$ cat config.mk
export PLATFORM = sky130hd
export DESIGN_NAME = lc3_mem_arb
export DESIGN_NICKNAME = d
export VERILOG_FILES = /design/src/rtl/lc3_mem_arb.sv
export SDC_FILE = /design/constraint.sdc
export NUM_CORES = 1
export LEC_CHECK = 0
export BUFFER_PORTS_ARGS = -buffer_cell sky130_fd_sc_hd__buf_2
export CELL_PAD_IN_SITES_DETAIL_PLACEMENT = 1
export CELL_PAD_IN_SITES_GLOBAL_PLACEMENT = 2
export CORE_MARGIN = 1
export CORE_UTILIZATION = 30
export CTS_BUF_LIST = sky130_fd_sc_hd__clkbuf_4
export DETAILED_ROUTE_END_ITERATION = 6
export GPL_ROUTABILITY_DRIVEN = 0
export PLACE_DENSITY_LB_ADDON = 0.1
export SYNTH_ARGS = -nofsm -noshare
export SYNTH_HDL_FRONTEND = slang
export SYNTH_SLANG_ARGS = --single-unit
$ cat constraint.sdc
create_clock -name clk -period 2.2 [get_ports clk]
set_input_delay 0.22 -clock clk [delete_from_list [all_inputs] [get_ports clk]]
set_output_delay 0.22 -clock clk [all_outputs]
set_load 0.05 [all_outputs]
$ cat src/rtl/lc3_mem_arb.sv
// Arbiter sharing one single-port synchronous memory between the LC3 CPU port and a loader port.
// Define MEM_ARB_RR_EN for round-robin arbitration instead of CPU priority with loader aging.
module lc3_mem_arb #(
   parameter int unsigned ADDR_W  = 16,
   parameter int unsigned DATA_W  = 16,
   parameter int unsigned MEM_LAT = 2,
   parameter int unsigned AGE_MAX = 8
) (
   input  logic              clk,
   input  logic              rst_n,
   input  logic              cpu_req,
   input  logic              cpu_we,
   input  logic [ADDR_W-1:0] cpu_addr,
   input  logic [DATA_W-1:0] cpu_wdata,
   output logic [DATA_W-1:0] cpu_rdata,
   output logic              cpu_done,
   input  logic              ldr_req,
   input  logic              ldr_we,
   input  logic [ADDR_W-1:0] ldr_addr,
   input  logic [DATA_W-1:0] ldr_wdata,
   output logic [DATA_W-1:0] ldr_rdata,
   output logic              ldr_done,
   output logic              mem_en,
   output logic              mem_we,
   output logic [ADDR_W-1:0] mem_addr,
   output logic [DATA_W-1:0] mem_wdata,
   input  logic [DATA_W-1:0] mem_rdata,
   output logic              busy
);

   typedef enum logic [1:0] {StIdle, StIssue, StWait} state_e;

   state_e              state_q, state_d;
   logic [3:0]          cnt_q, cnt_d;
   logic                owner_q;  // 1 = loader owns the transaction in flight
   logic                we_q;
   logic [ADDR_W-1:0]   addr_q;
   logic [DATA_W-1:0]   wdata_q;
   logic [DATA_W-1:0]   cpu_rdata_q, ldr_rdata_q;
   logic                cpu_done_q, ldr_done_q;
   logic                cpu_el, ldr_el, grant, grant_ldr, last_beat;

   // A port whose done is high still shows the req of its finished transaction.
   assign cpu_el    = cpu_req & ~cpu_done_q;
   assign ldr_el    = ldr_req & ~ldr_done_q;
   assign grant     = (state_q == StIdle) & (cpu_el | ldr_el);
   assign last_beat = (state_q == StWait) && (cnt_q == 4'd1);

`ifdef MEM_ARB_RR_EN
   logic last_ldr_q;

   assign grant_ldr = ldr_el & (~cpu_el | ~last_ldr_q);

   always_ff @(posedge clk or negedge rst_n) begin
      if (!rst_n) begin
         last_ldr_q <= 1'b1;
      end else if (grant) begin
         last_ldr_q <= grant_ldr;
      end
   end
`else
   logic [7:0] age_q;

   assign grant_ldr = ldr_el & (~cpu_el | (age_q == 8'(AGE_MAX)));

   always_ff @(posedge clk or negedge rst_n) begin
      if (!rst_n) begin
         age_q <= '0;
      end else if (!ldr_req || (grant && grant_ldr)) begin
         age_q <= '0;
      end else if (grant) begin
         age_q <= age_q + 8'd1;
      end
   end
`endif

   always_comb begin
      state_d = state_q;
      cnt_d   = cnt_q;
      unique case (state_q)
         StIdle: begin
            if (grant) state_d = StIssue;
         end
         StIssue: begin
            state_d = StWait;
            cnt_d   = 4'(MEM_LAT);
         end
         StWait: begin
            cnt_d = cnt_q - 4'd1;
            if (cnt_q == 4'd1) state_d = StIdle;
         end
         default: state_d = StIdle;
      endcase
   end

   always_ff @(posedge clk or negedge rst_n) begin
      if (!rst_n) begin
         state_q     <= StIdle;
         cnt_q       <= '0;
         owner_q     <= 1'b0;
         we_q        <= 1'b0;
         addr_q      <= '0;
         wdata_q     <= '0;
         cpu_rdata_q <= '0;
         ldr_rdata_q <= '0;
         cpu_done_q  <= 1'b0;
         ldr_done_q  <= 1'b0;
      end else begin
         state_q    <= state_d;
         cnt_q      <= cnt_d;
         cpu_done_q <= last_beat & ~owner_q;
         ldr_done_q <= last_beat & owner_q;
         if (grant) begin
            owner_q <= grant_ldr;
            we_q    <= grant_ldr ? ldr_we    : cpu_we;
            addr_q  <= grant_ldr ? ldr_addr  : cpu_addr;
            wdata_q <= grant_ldr ? ldr_wdata : cpu_wdata;
         end
         if (last_beat && !we_q) begin
            if (owner_q) ldr_rdata_q <= mem_rdata;
            else         cpu_rdata_q <= mem_rdata;
         end
      end
   end

   assign mem_en    = (state_q == StIssue);
   assign mem_we    = we_q;
   assign mem_addr  = addr_q;
   assign mem_wdata = wdata_q;
   assign busy      = (state_q != StIdle);
   assign cpu_rdata = cpu_rdata_q;
   assign ldr_rdata = ldr_rdata_q;
   assign cpu_done  = cpu_done_q;
   assign ldr_done  = ldr_done_q;

endmodule
-- Yosys cells after proc, flatten, opt, wreduce, memory -nomap -nowiden
Index checks and enable logic that the tools add are counted.
- bits of input ports: 86
- memories: 0
- bits in writable memories: 0
- bits in registers: 82
- output and inout port bits: 69
- bits in latches: 0
- memory bits (read-only): 0
- word-level logic and storage cells: 53
- $add $sub $neg: 2
- shifts and indexed selects: 0
- bitwise gates (word level): 12
- div/mod/pow operators: 0
- equality and inequality tests: 6
- reduce and logical (&&, ||, !) cells: 13
- multiply operators: 0
- $lt $le $gt $ge: 0
- muxes and demuxes: 9
- operators by type and width (operator ; number):
    $mux W16 ; 2
    $mux W8 ; 2
    $add A8 B1 Y8 const B ; 1
    $eq A8 B4 Y1 const B ; 1
    $pmux W4 S2 ; 1
    $and A1 B1 Y1 ; 6
    $pmux W2 S3 ; 1
    $reduce_and A2 Y1 ; 3
    $reduce_bool A2 Y1 ; 3
    $eq A4 B1 Y1 const B ; 1
    $mux W2 ; 2
    $not A1 Y1 ; 4
    $sub A4 B1 Y4 const B ; 1
    $logic_and A1 B1 Y1 ; 3
    $eq A2 B1 Y1 const B ; 1
    $eq A2 B2 Y1 const B ; 1
    $logic_not A1 Y1 ; 2
    $logic_not A2 Y1 ; 1
    $ne A2 B1 Y1 const B ; 1
    $ne A2 B2 Y1 const B ; 1
    $or A1 B1 Y1 ; 2
    $logic_or A1 B1 Y1 ; 1
    $mux W1 ; 1

-- Logic depth before layout (Yosys ltp)
Gate-level depths: netlist of the first run.
- depth after elaboration: 8
- depth in mapped cells: 7
- depth with buffers taken out: 6

-- Least setup slack after synthesis of the first run
OpenSTA, ideal clock, no wires.
- path kind: register -> register
- from: reg state_q[0]
- to: reg owner_q
- library setup time: 149 ps
- clock period less this slack: 1912 ps
- buffers on the path: 1
- slack: 288 ps
- data required time: 2051 ps
- data arrival time: 1763 ps
- cell stages (with the launch flop): 7
- cells stage by stage: dfrtp_1 > inv_1 > ha_1 > inv_1 > a21oi_2 > clkbuf_1 > o32ai_2
- longest elaborated chain between the ends: 2
- ends and longest elaborated chain (what ; line ; text):
    from (decl) ; 33 ; state_e state_q, state_d;
    from (signal assigned) ; 98 ; state_q <= StIdle;
    from (signal assigned) ; 109 ; state_q <= state_d;
    $logic_not A2 Y1 ; 46 ; assign grant = (state_q == StIdle) & (cpu_el | ldr_el);
    $and A1 B1 Y1 ; 46 ;
    to (signal assigned) ; 114 ; owner_q <= grant_ldr;
    to (decl) ; 35 ; logic owner_q;
No other way between the ends.
A chain may end at the register's enable or synchronous reset.

-- Final worst setup path of the first run
- from: reg age_q[5]
- to: reg age_q[6]
- longest elaborated chain between the ends: 6
- elaborated cells on any way between the ends: 9
- those cells by class: add/sub: 1; eq/ne: 1; mux: 2; bitwise: 2; reduce/logical: 3
- ends and longest elaborated chain (what ; line ; text):
    from (decl) ; 62 ; logic [7:0] age_q;
    from (signal assigned) ; 72 ; age_q <= age_q + 8'd1;
    branches (longest 6 deep; another with $add A8 B1 Y8) ; n/a ;
Parallel ways; which one is timed is not known. The select of a mux whose other input is x is not followed.

==> results of run 1 <==
worst min-delay path by stage:
stage                         endpoint  slack [ns]  depth (start not counted)
after floorplan               age_q[0]       -0.08                          0
after CTS                 mem_wdata[9]       0.001                          3
after global routing      mem_wdata[9]        0.01                          3
after global placement     mem_addr[9]        0.22                          1
after detailed placement   mem_addr[9]        0.22                          1
final                     mem_wdata[9]        0.04                          3
cells in the mapped netlist, types with 3 or more instances:
cell type,instances
nand3_1,4
nor2_1,43
a31oi_1,35
clkbuf_1,13
or3_1,3
buf_4,3
inv_1,11
nand4_1,3
xnor2_1,3
a21oi_1,37
buf_2,4
ha_1,7
o21ai_0,30
o21ai_1,9
dfrtp_1,82
mux2_2,33
nand2_1,4
power by group:
part / total (uW) / internal, uW / switching, uW
Combinational: 3450 / 945 / 2510
Clock: 991 / 381 / 610
Sequential: 2210 / 1960 / 252
registers in the layout, indices dropped and copies added (netlist names):
name,cells
cpu_rdata,16
ldr_done,1
mem_addr,16
mem_wdata,16
owner_q,1
ldr_rdata,16
cpu_done,1
age_q,8
state_q,2
cnt_q,4
mem_we,1
layer usage:
metal	vias to the layer above	wire, microns	track usage
met1	1709	4910	0.226
met5	-	0	0
met3	20	846	0.0457
met4	0	258	0.0814
met2	129	5730	0.325
li1	1668	-	-
worst reg2reg max path: cells and delay by family, from the launching register on:
kind               cells  cell delay, ns
AOI/OAI and AO/OA      2            0.73
and+or+nand+nor        2            0.68
DFF                    1            0.44
layout make-up:
class / instances / area [sq um]
clock inverter: 7 / 90.1
fill: 1440 / 6730
tap: 168 / 210
sequential: 82 / 2050
multi-input combinational: 234 / 1550
clock buffer: 9 / 67.6
inverter: 11 / 41.3
timing repair buffer: 217 / 1380
logic make-up after synthesis:
| group | Yosys count |
|---|---|
| AO/OA/AOI/OAI | 123 |
| XOR/XNOR | 5 |
| adder cells (fa/ha/maj) | 7 |
| buffers and inverters | 35 |
| flip-flops | 82 |
| multiplexers | 33 |
| AND/OR/NAND/NOR | 66 |
timing repair:
item	CTS	global route
hold buffers	47	0
resized for setup	0	0
hold endpoints to repair	98	0
per-stage QoR:
| step | area (sq um) | instances |
|---|---|---|
| after floorplan | 3750 | 351 |
| after global placement | 4760 | 665 |
| after detailed placement | 4760 | 665 |
| after CTS | 5390 | 728 |
| after global routing | 5390 | 728 |
| final | 5390 | 728 |
==> key figures, run 1 <==
Status
  – Status: completed

GRT
  – Grt total ovfl: 0
  – Gr usage total: 0.189
  – Vias in the first global route: 3813
  – Largest net degree at the start of global routing: 47
  – First-pass GRT wire length: 19.0 mm
  – Antenna violations before repair: 0

Worst setup path
  – Critical Path Max Stage Delay: 0.58 ns
  – Crit. path cell count: 4
  – Worst EP arrival: 2.28 ns
  – Crit path cell chain: or4_4 > o21a_4 > o31ai_4 > nor2_1
  – CP delay by family, top: compound AO/OA/AOI/OAI gates
  – CP Launch Point: age_q[5]
  – CP Capture Type: flop
  – Crit start category: flop
  – RR Endpoint: age_q[6]
  – Crit Path Max Fanout: 26
  – CP bufs+invs: 0
  – Setup CP Type: reg -> reg
  – Worst R2R Path Depth: 4
  – RR Startpoint: age_q[5]
  – CP max-delay cell: or4_4
  – Reg2reg setup slack: 0.23 ns
  – CP endpoint: age_q[6]
  – CP required: 2.52 ns

Timing
  – Final hold violation count: 0
  – FMAX: 509 MHz
  – Final Max Slew Viols: 0
  – Setup tns final: 0 ns
  – Final WS setup: 0.234 ns
  – Crit share post-route: 0.894
  – Final Critical Period: 1.97 ns
  – RSZ-0062 raised after global routing: no
  – Slew of the pin with the lowest slew margin: 0.495 ns
  – Final Skew: 0.0191 ns
  – Setup violators final: 0
  – Worst slew margin: 0.670
  – Hold slack: 0.0446 ns

Logic synthesis
  – Largest family of logic cells by synthesized area: compound AO/OA/AOI/OAI gates
  – Predominant post-synthesis flop cell: dfrtp_1
  – #FFs+latches synth: 82
  – Mapped Cells: 351
  – Sequential area share after synthesis: 0.547
  – Post-Syn Area: 3750 sq um
  – Post-synthesis compound-gate area fraction: 0.195
  – Post-synthesis xor/xnor area fraction: 0.0117
  – Mux share of post-synthesis cell area: 0.0990
  – Synth Area in Adders: 0.0233
  – Top post-synthesis cells by area: dfrtp_1, mux2_2, a31oi_1
  – Simple-gate share of the synthesized area: 0.0800
  – Ys Warns: 0
  – Mean area per synthesized cell: 10.7 sq um
  – Distinct cells, synth: 38
  – Asr flop ratio synth: 1.00
  – EDFF count, synth: 0
  – Mapped Nets: 444
  – Top-area cell type share of the netlist area: 0.547
  – Largest area contributor in the netlist: dfrtp_1

Final layout
  – Final nets: 648
  – Share of cells above drive strength 1: 0.409
  – Most frequent cells in the layout: buf_2, dfrtp_1, dlygate4sd3_1
  – Area delta synth->final: 43.5%
  – Antenna cells: 0
  – Final core utilization: 0.445
  – Most common cell after layout, fill and taps aside: buf_2

Detailed routing
  – Vias: 3526
  – Residual DRC: 0
  – Routed wire length: 11.7 mm
  – Initial drt markers: 163
  – Detailed Routing Iterations Pass 1: 4
  – Wirelength per Cell: 16.1 microns
  – ANT nets after route: 0
  – Vias per cell: 4.84

Clock network
  – Clk_lat worst skew: 0.45 ns
  – TritonCTS clock tree: built
  – Clock net sink count: 82
  – CTS H-tree depth: 3
  – Post-CTS Setup Inserts: 0
  – Clock Pin Slew Worst Setup and Hold Paths: 0.15 ns
  – CTS Buffer Depth: 2
  – CTS Buf Count: 9
  – Root Driver: clkbuf_4

Placement
  – # port buffers: 154
  – Hpwl dp: 8.21 mm
  – DP Worst Slack: 0.243 ns

Worst hold path
  – Critical hold path startpoint: cpu_wdata[9]
  – Hold Path Class: in -> reg

Die
  – Die area: 13000 sq um
  – # rows: 40
  – Die width: 114 microns
  – I/O pins: 155
  – Initial Util: 0.310
  – CORE AREA: 12100 sq um
  – Die Ht: 114 microns

Pwr
  – Pwr Total: 6650 uW
  – Cell Pwr Density: 1240 nW/um^2
  – Peak VDD IR: 410 uV
  – Leak: 0.00254 uW

Run
  – Total of max-cap violations: 0
(Power assumes the default switching activity.)
==> inputs of run 2 (changes only) <==
CORE_UTILIZATION = 32   (was 30)
TNS_END_PERCENT = 20   (was not set)
clock period = 2.4 ns   (was 2.2 ns; I/O delays follow)
==> run 2 against run 1 <==
Net effect:
- register-to-register slack improved by 0.06 ns
- combinational power decreased by 7.8%
- count of clock-buffer cells in the layout increased by 1
- critical endpoint is now ldr_rdata[13]
- via count decreased by 0.31%
- die area is 6.1% lower
==> key figures, run 2 (same netlist as run 1, synthesis figures left out) <==
Detailed routing
  – Wirelength per Cell: 17.2 microns (+6.6%)
  – Residual DRC: 0 (unchanged)
  – Detailed Routing Iterations Pass 1: 4 (unchanged)
  – DRT met1 WL: 5.23 mm (+6.5%)
  – ANT nets after route: 0 (unchanged)
  – Vias per cell: 5.01 (+3.5%)
  – Wire length on met3: 803 microns (-5.1%)
  – Vias: 3515 (-0.31%)
  – Initial drt markers: 145 (-11%)
  – Highest routed layer: met4
  – Routed wire length: 12.1 mm (+2.7%)
  – Wire length on met2: 5.71 mm (-0.21%)

Timing
  – Worst slew margin: 0.531 (-0.138)
  – Final Max Slew Viols: 0 (unchanged)
  – Setup tns final: 0 ns (unchanged)
  – Slew of the pin with the lowest slew margin: 0.703 ns (+0.208 ns)
  – Final Skew: 0.0143 ns (-0.00483 ns)
  – Final hold violation count: 0 (unchanged)
  – Setup violators final: 0 (unchanged)
  – RSZ-0062 raised after global routing: no
  – Final Critical Period: 2.11 ns (+0.143 ns)
  – Crit share post-route: 0.879 (-0.0149)
  – FMAX: 474 MHz (-6.8%)

Die
  – Initial Util: 0.329 (+0.0188)
  – CORE AREA: 11400 sq um (-5.7%)
  – Die width: 110 microns (-3.1%)
  – I/O pins: 155 (unchanged)
  – # rows: 39 (-2.5%)
  – Die area: 12200 sq um (-6.1%)
  – Die Ht: 110 microns (-3.1%)

Worst setup path
  – CP Capture Type: flop
  – CP required: 2.76 ns (+0.24 ns)
  – Setup CP Type: reg -> reg
  – Crit start category: flop
  – CP Launch Point: state_q[0]
  – RR Startpoint: state_q[0]
  – Crit Path Max Fanout: 16 (-38%)
  – Worst EP arrival: 2.47 ns (+0.19 ns)

Clock network
  – Clk_lat worst skew: 0.46 ns (about the same)
  – CTS Buffer Depth: 2 (unchanged)
  – CTS Buf Count: 9 (unchanged)
  – TritonCTS clock tree: built
  – CTS H-tree depth: 3 (unchanged)
  – Root Driver: clkbuf_4
  – Clock Pin Slew Worst Setup and Hold Paths: 0.14 ns (about the same)
  – Clock net sink count: 82 (unchanged)

Final layout
  – Register area: 2050 sq um (unchanged)
  – Most common cell after layout, fill and taps aside: buf_2
  – Post-layout instance count excluding filler cells: 701 (-3.7%)
  – Final nets: 645 (-0.46%)
  – Multi-input gate area: 1550 sq um (unchanged)
  – Most frequent cells in the layout: buf_2, dfrtp_1, dlygate4sd3_1
  – Area delta synth->final: 41.7%
  – Filler Cell Count: 1339 (-7.0%)
  – Share of cells above drive strength 1: 0.406 (-0.00318)

Pwr
  – Share of power burned in registers: 0.334 (+0.002)
  – Pwr Total: 6060 uW (-8.9%)
  – Peak VDD IR: 529 uV (+29%)
  – Design internal power: 2980 uW (-9.2%)
  – Clock Power Share: 0.142 (-0.007)
  – Gate power share: 0.524 (+0.005)
  – Leak: 0.00251 uW (-1.2%)
  – Sw frac: 0.508 (+0.00161)
  – P_sw: 3080 uW (-8.6%)
  – Cell Pwr Density: 1140 nW/um^2 (-7.8%)

Status
  – Status: completed

Worst hold path
  – Critical hold path startpoint: cpu_addr[12]
  – Hold Path Class: in -> reg

Placement
  – Placed Instances: 637 (-4.2%)
  – # port buffers: 154 (unchanged)
  – Hpwl dp: 7.97 mm (-2.9%)

Run
  – Total of max-cap violations: 0 (unchanged)

GRT
  – First-pass GRT wire length: 18.4 mm (-2.9%)
  – Vias in the first global route: 3702 (-2.9%)
  – Antenna violations before repair: 0 (unchanged)
  – Gr usage total: 0.202 (+0.0124)
  – Largest net degree at the start of global routing: 43 (-8.5%)
  – Grt total ovfl: 0 (unchanged)
[run 2: cell types whose count changed in the layout (fill, tap and decap cells not counted), sizes merged]
cell / delta
buf: -3
clkbuf: +1
clkinvlp: +3
diode: +1
inv: -4
[run 2: critical path, cell delays in order, from the launching register on]
cell and delay, ns:
dfrtp_1 0.42, inv_1 0.08, ha_1 0.25, nand4_1 0.20
or3_1 0.67, mux2_2 0.40
[run 2: stage by stage]
stage / utilization / hold WS (ns) / instance area, sq um / setup WS, ns
2_1_floorplan: - / -0.0556 / 3750 / 0.488
6_report: 0.466 / 0.0352 / 5320 / 0.291
3_5_place_dp: 0.412 / 0.291 / 4700 / 0.285
5_1_grt: 0.466 / 0.0285 / 5320 / 0.131
3_3_place_gp: 0.412 / 0.293 / 4700 / 0.351
4_1_cts: 0.466 / 0.00597 / 5320 / 0.273
[run 2: path summary, 6_finish.rpt]
| path | end | slack (ns) | cells after the start |
|---|---|---|---|
| setup / recovery | ldr_rdata[13] | 0.29 | 5 |
| hold / removal | mem_addr[12] | 0.04 | 3 |
| setup reg to reg | ldr_rdata[13] | 0.29 | 5 |
| hold reg to reg | cpu_done | 0.51 | 1 |
| max in group asynchronous | cnt_q[2] | 1.41 | 3 |
| min in group asynchronous | mem_addr[8] | 0.32 | 2 |
[run 2: power groups by stage]
stage | combinational [uW] | sequential [uW] | clock (uW)
6_report | 3180 | 2020 | 858
5_1_grt | 3410 | 2090 | 947
3_3_place_gp | 3090 | 2030 | 0
4_1_cts | 3210 | 2030 | 898
3_5_place_dp | 3140 | 2060 | 0
2_1_floorplan | 1010 | 3310 | 0
[run 2: repair_timing]
action / CTS / global route
setup buffers: 0 / 0
hold endpoints to repair: 101 / 0
hold buffers: 47 / 0
resized for setup: 0 / 0
[run 2: area by class of cell]
| class | instances | area share |
|---|---|---|
| clock inverter | 6 | 0.0125 |
| antenna | 1 | 0.000470 |
| sequential | 82 | 0.386 |
| tap | 143 | 0.0336 |
| clock buffer | 10 | 0.0141 |
| multi-input combinational | 234 | 0.291 |
| inverter | 11 | 0.00776 |
| timing repair buffer | 214 | 0.255 |
[run 2: routing by layer]
layer,global-route usage,up-vias
met1,0.244,1725
met4,0.0996,0
met3,0.0476,19
li1,-,1658
met5,0,-
met2,0.335,113
==> inputs of run 3 (changes only) <==
RECOVER_POWER = 50   (was not set)
==> run 3 against run 2 <==
Net effect:
- clock power about the same
- highest routed layer unchanged
- critical endpoint unchanged
- power fell by 0.57%
- largest power group unchanged
- via count hardly changed
- sequential cell count is the same
- cell count did not move
==> key figures, run 3 (same netlist as run 1, synthesis figures left out) <==
Status
  – Status: completed

GRT
  – Vias in the first global route: 3702 (unchanged)
  – Global route hottest layer: met2
  – Met2 usage in global routing: 0.335 (unchanged)
  – Gr usage total: 0.202 (unchanged)
  – First-pass GRT wire length: 18.4 mm (unchanged)
  – Antenna violations before repair: 0 (unchanged)
  – Grt total ovfl: 0 (unchanged)
  – Largest net degree at the start of global routing: 43 (unchanged)
  – Met3 usage: 0.0476 (unchanged)
  – GR Util met1: 0.244 (unchanged)

Detailed routing
  – Residual DRC: 0 (unchanged)
  – Wirelength per Cell: 17.2 microns (+0.15%)
  – Vias per cell: 5.01 (about the same)
  – Initial drt markers: 158 (+9.0%)
  – Vias: 3514 (-0.028%)
  – Detailed Routing Iterations Pass 1: 4 (unchanged)
  – Routed wire length: 12.1 mm (+0.15%)
  – ANT nets after route: 0 (unchanged)

Die
  – Die area: 12200 sq um (unchanged)
  – # rows: 39 (unchanged)
  – Die width: 110 microns (unchanged)
  – I/O pins: 155 (unchanged)
  – Initial Util: 0.329 (unchanged)
  – CORE AREA: 11400 sq um (unchanged)
  – Die Ht: 110 microns (unchanged)

Timing
  – Crit share post-route: 0.879 (about the same)
  – Final hold violation count: 0 (unchanged)
  – Final Skew: 0.0141 ns (-0.000127 ns)
  – FMAX: 474 MHz (about the same)
  – RSZ-0062 raised after global routing: no
  – Setup violators final: 0 (unchanged)
  – Slew of the pin with the lowest slew margin: 1.15 ns (+0.442 ns)
  – Setup tns final: 0 ns (unchanged)
  – Final Critical Period: 2.11 ns (+0.000523 ns)
  – Worst slew margin: 0.237 (-0.295)
  – Final Max Slew Viols: 0 (unchanged)

Worst setup path
  – CP Capture Type: flop
  – Crit start category: flop
  – Setup CP Type: reg -> reg
  – Crit Path Max Fanout: 16 (unchanged)
  – CP required: 2.76 ns (about the same)
  – Worst EP arrival: 2.47 ns (about the same)

Placement
  – # port buffers: 154 (unchanged)
  – Hpwl dp: 7.97 mm (unchanged)

Worst hold path
  – Hold Path Class: in -> reg

Pwr
  – Cell Pwr Density: 1140 nW/um^2 (+0.43%)
  – Peak VDD IR: 529 uV (about the same)
  – Leak: 0.00241 uW (-4.0%)
  – Pwr Total: 6030 uW (-0.57%)

Clock network
  – Resize count post-CTS: 0 (unchanged)
  – Clk_lat worst skew: 0.46 ns (about the same)
  – CTS Buf Count: 9 (unchanged)
  – CTS H-tree depth: 3 (unchanged)
  – Clock Pin Slew Worst Setup and Hold Paths: 0.14 ns (about the same)
  – CTS Buffer Depth: 2 (unchanged)
  – Root Driver: clkbuf_4
  – TritonCTS clock tree: built
  – Clock net sink count: 82 (unchanged)

Final layout
  – Final nets: 645 (unchanged)
  – Share of cells above drive strength 1: 0.352 (-0.0539)
  – Most frequent cells in the layout: buf_2, dfrtp_1, dlygate4sd3_1
  – Most common cell after layout, fill and taps aside: buf_2
  – Area delta synth->final: 40.3%

Run
  – Total of max-cap violations: 0 (unchanged)
==> run 3: critical path, stage by stage, from the launching register on <==
cell and delay, ns:
dfrtp_1 0.42, inv_1 0.08, ha_1 0.25, nand4_1 0.20
or3_1 0.67, mux2_2 0.40
==> run 3: power by group <==
part	switching, uW	leakage (uW)	total (uW)	internal (uW)
clock network	528	0.0000690	859	330
logic	2320	0.00134	3140	816
registers	233	0.00100	2030	1800
==> run 3: repair_timing <==
action	CTS	global route
hold buffers	47	0
buffers inserted	0	0
hold endpoints to repair	101	0
==> run 3: path summary, 6_finish.rpt <==
kind / end / from / depth (start not counted) / slack [ns]
hold reg to reg: cpu_done / owner_q / 1 / 0.51
max in group asynchronous: cnt_q[2] / rst_n / 3 / 0.56
setup reg to reg: ldr_rdata[13] / state_q[0] / 5 / 0.29
setup / recovery: ldr_rdata[13] / state_q[0] / 5 / 0.29
hold / removal: mem_addr[12] / cpu_addr[12] / 3 / 0.04
min in group asynchronous: mem_addr[8] / rst_n / 2 / 0.53
==> run 3: per-stage QoR <==
stage	hold WS [ns]	instance area [sq um]	std cells	setup WS, ns	utilization
3_3_place_gp	0.293	4700	637	0.351	0.412
3_5_place_dp	0.291	4700	637	0.285	0.412
2_1_floorplan	-0.0556	3750	351	0.488	-
5_1_grt	0.0285	5260	700	0.131	0.461
4_1_cts	0.00597	5320	700	0.273	0.466
6_report	0.0357	5270	701	0.291	0.461
==> run 3: area by class of cell <==
cell class	instances	area, sq um
Fill cell	1355	6150
Sequential cell	82	2050
Multi-Input combinational cell	234	1550
Timing Repair Buffer	214	1300
Tap cell	143	179
Clock buffer	10	75.1
Clock inverter	6	66.3
Inverter	11	41.3
Antenna cell	1	2.50
==> run 3: routing by layer <==
metal	routed length [microns]	vias up
li1	-	1659
met1	5260	1723
met2	5720	113
met3	791	19
met4	308	0
met5	0	-
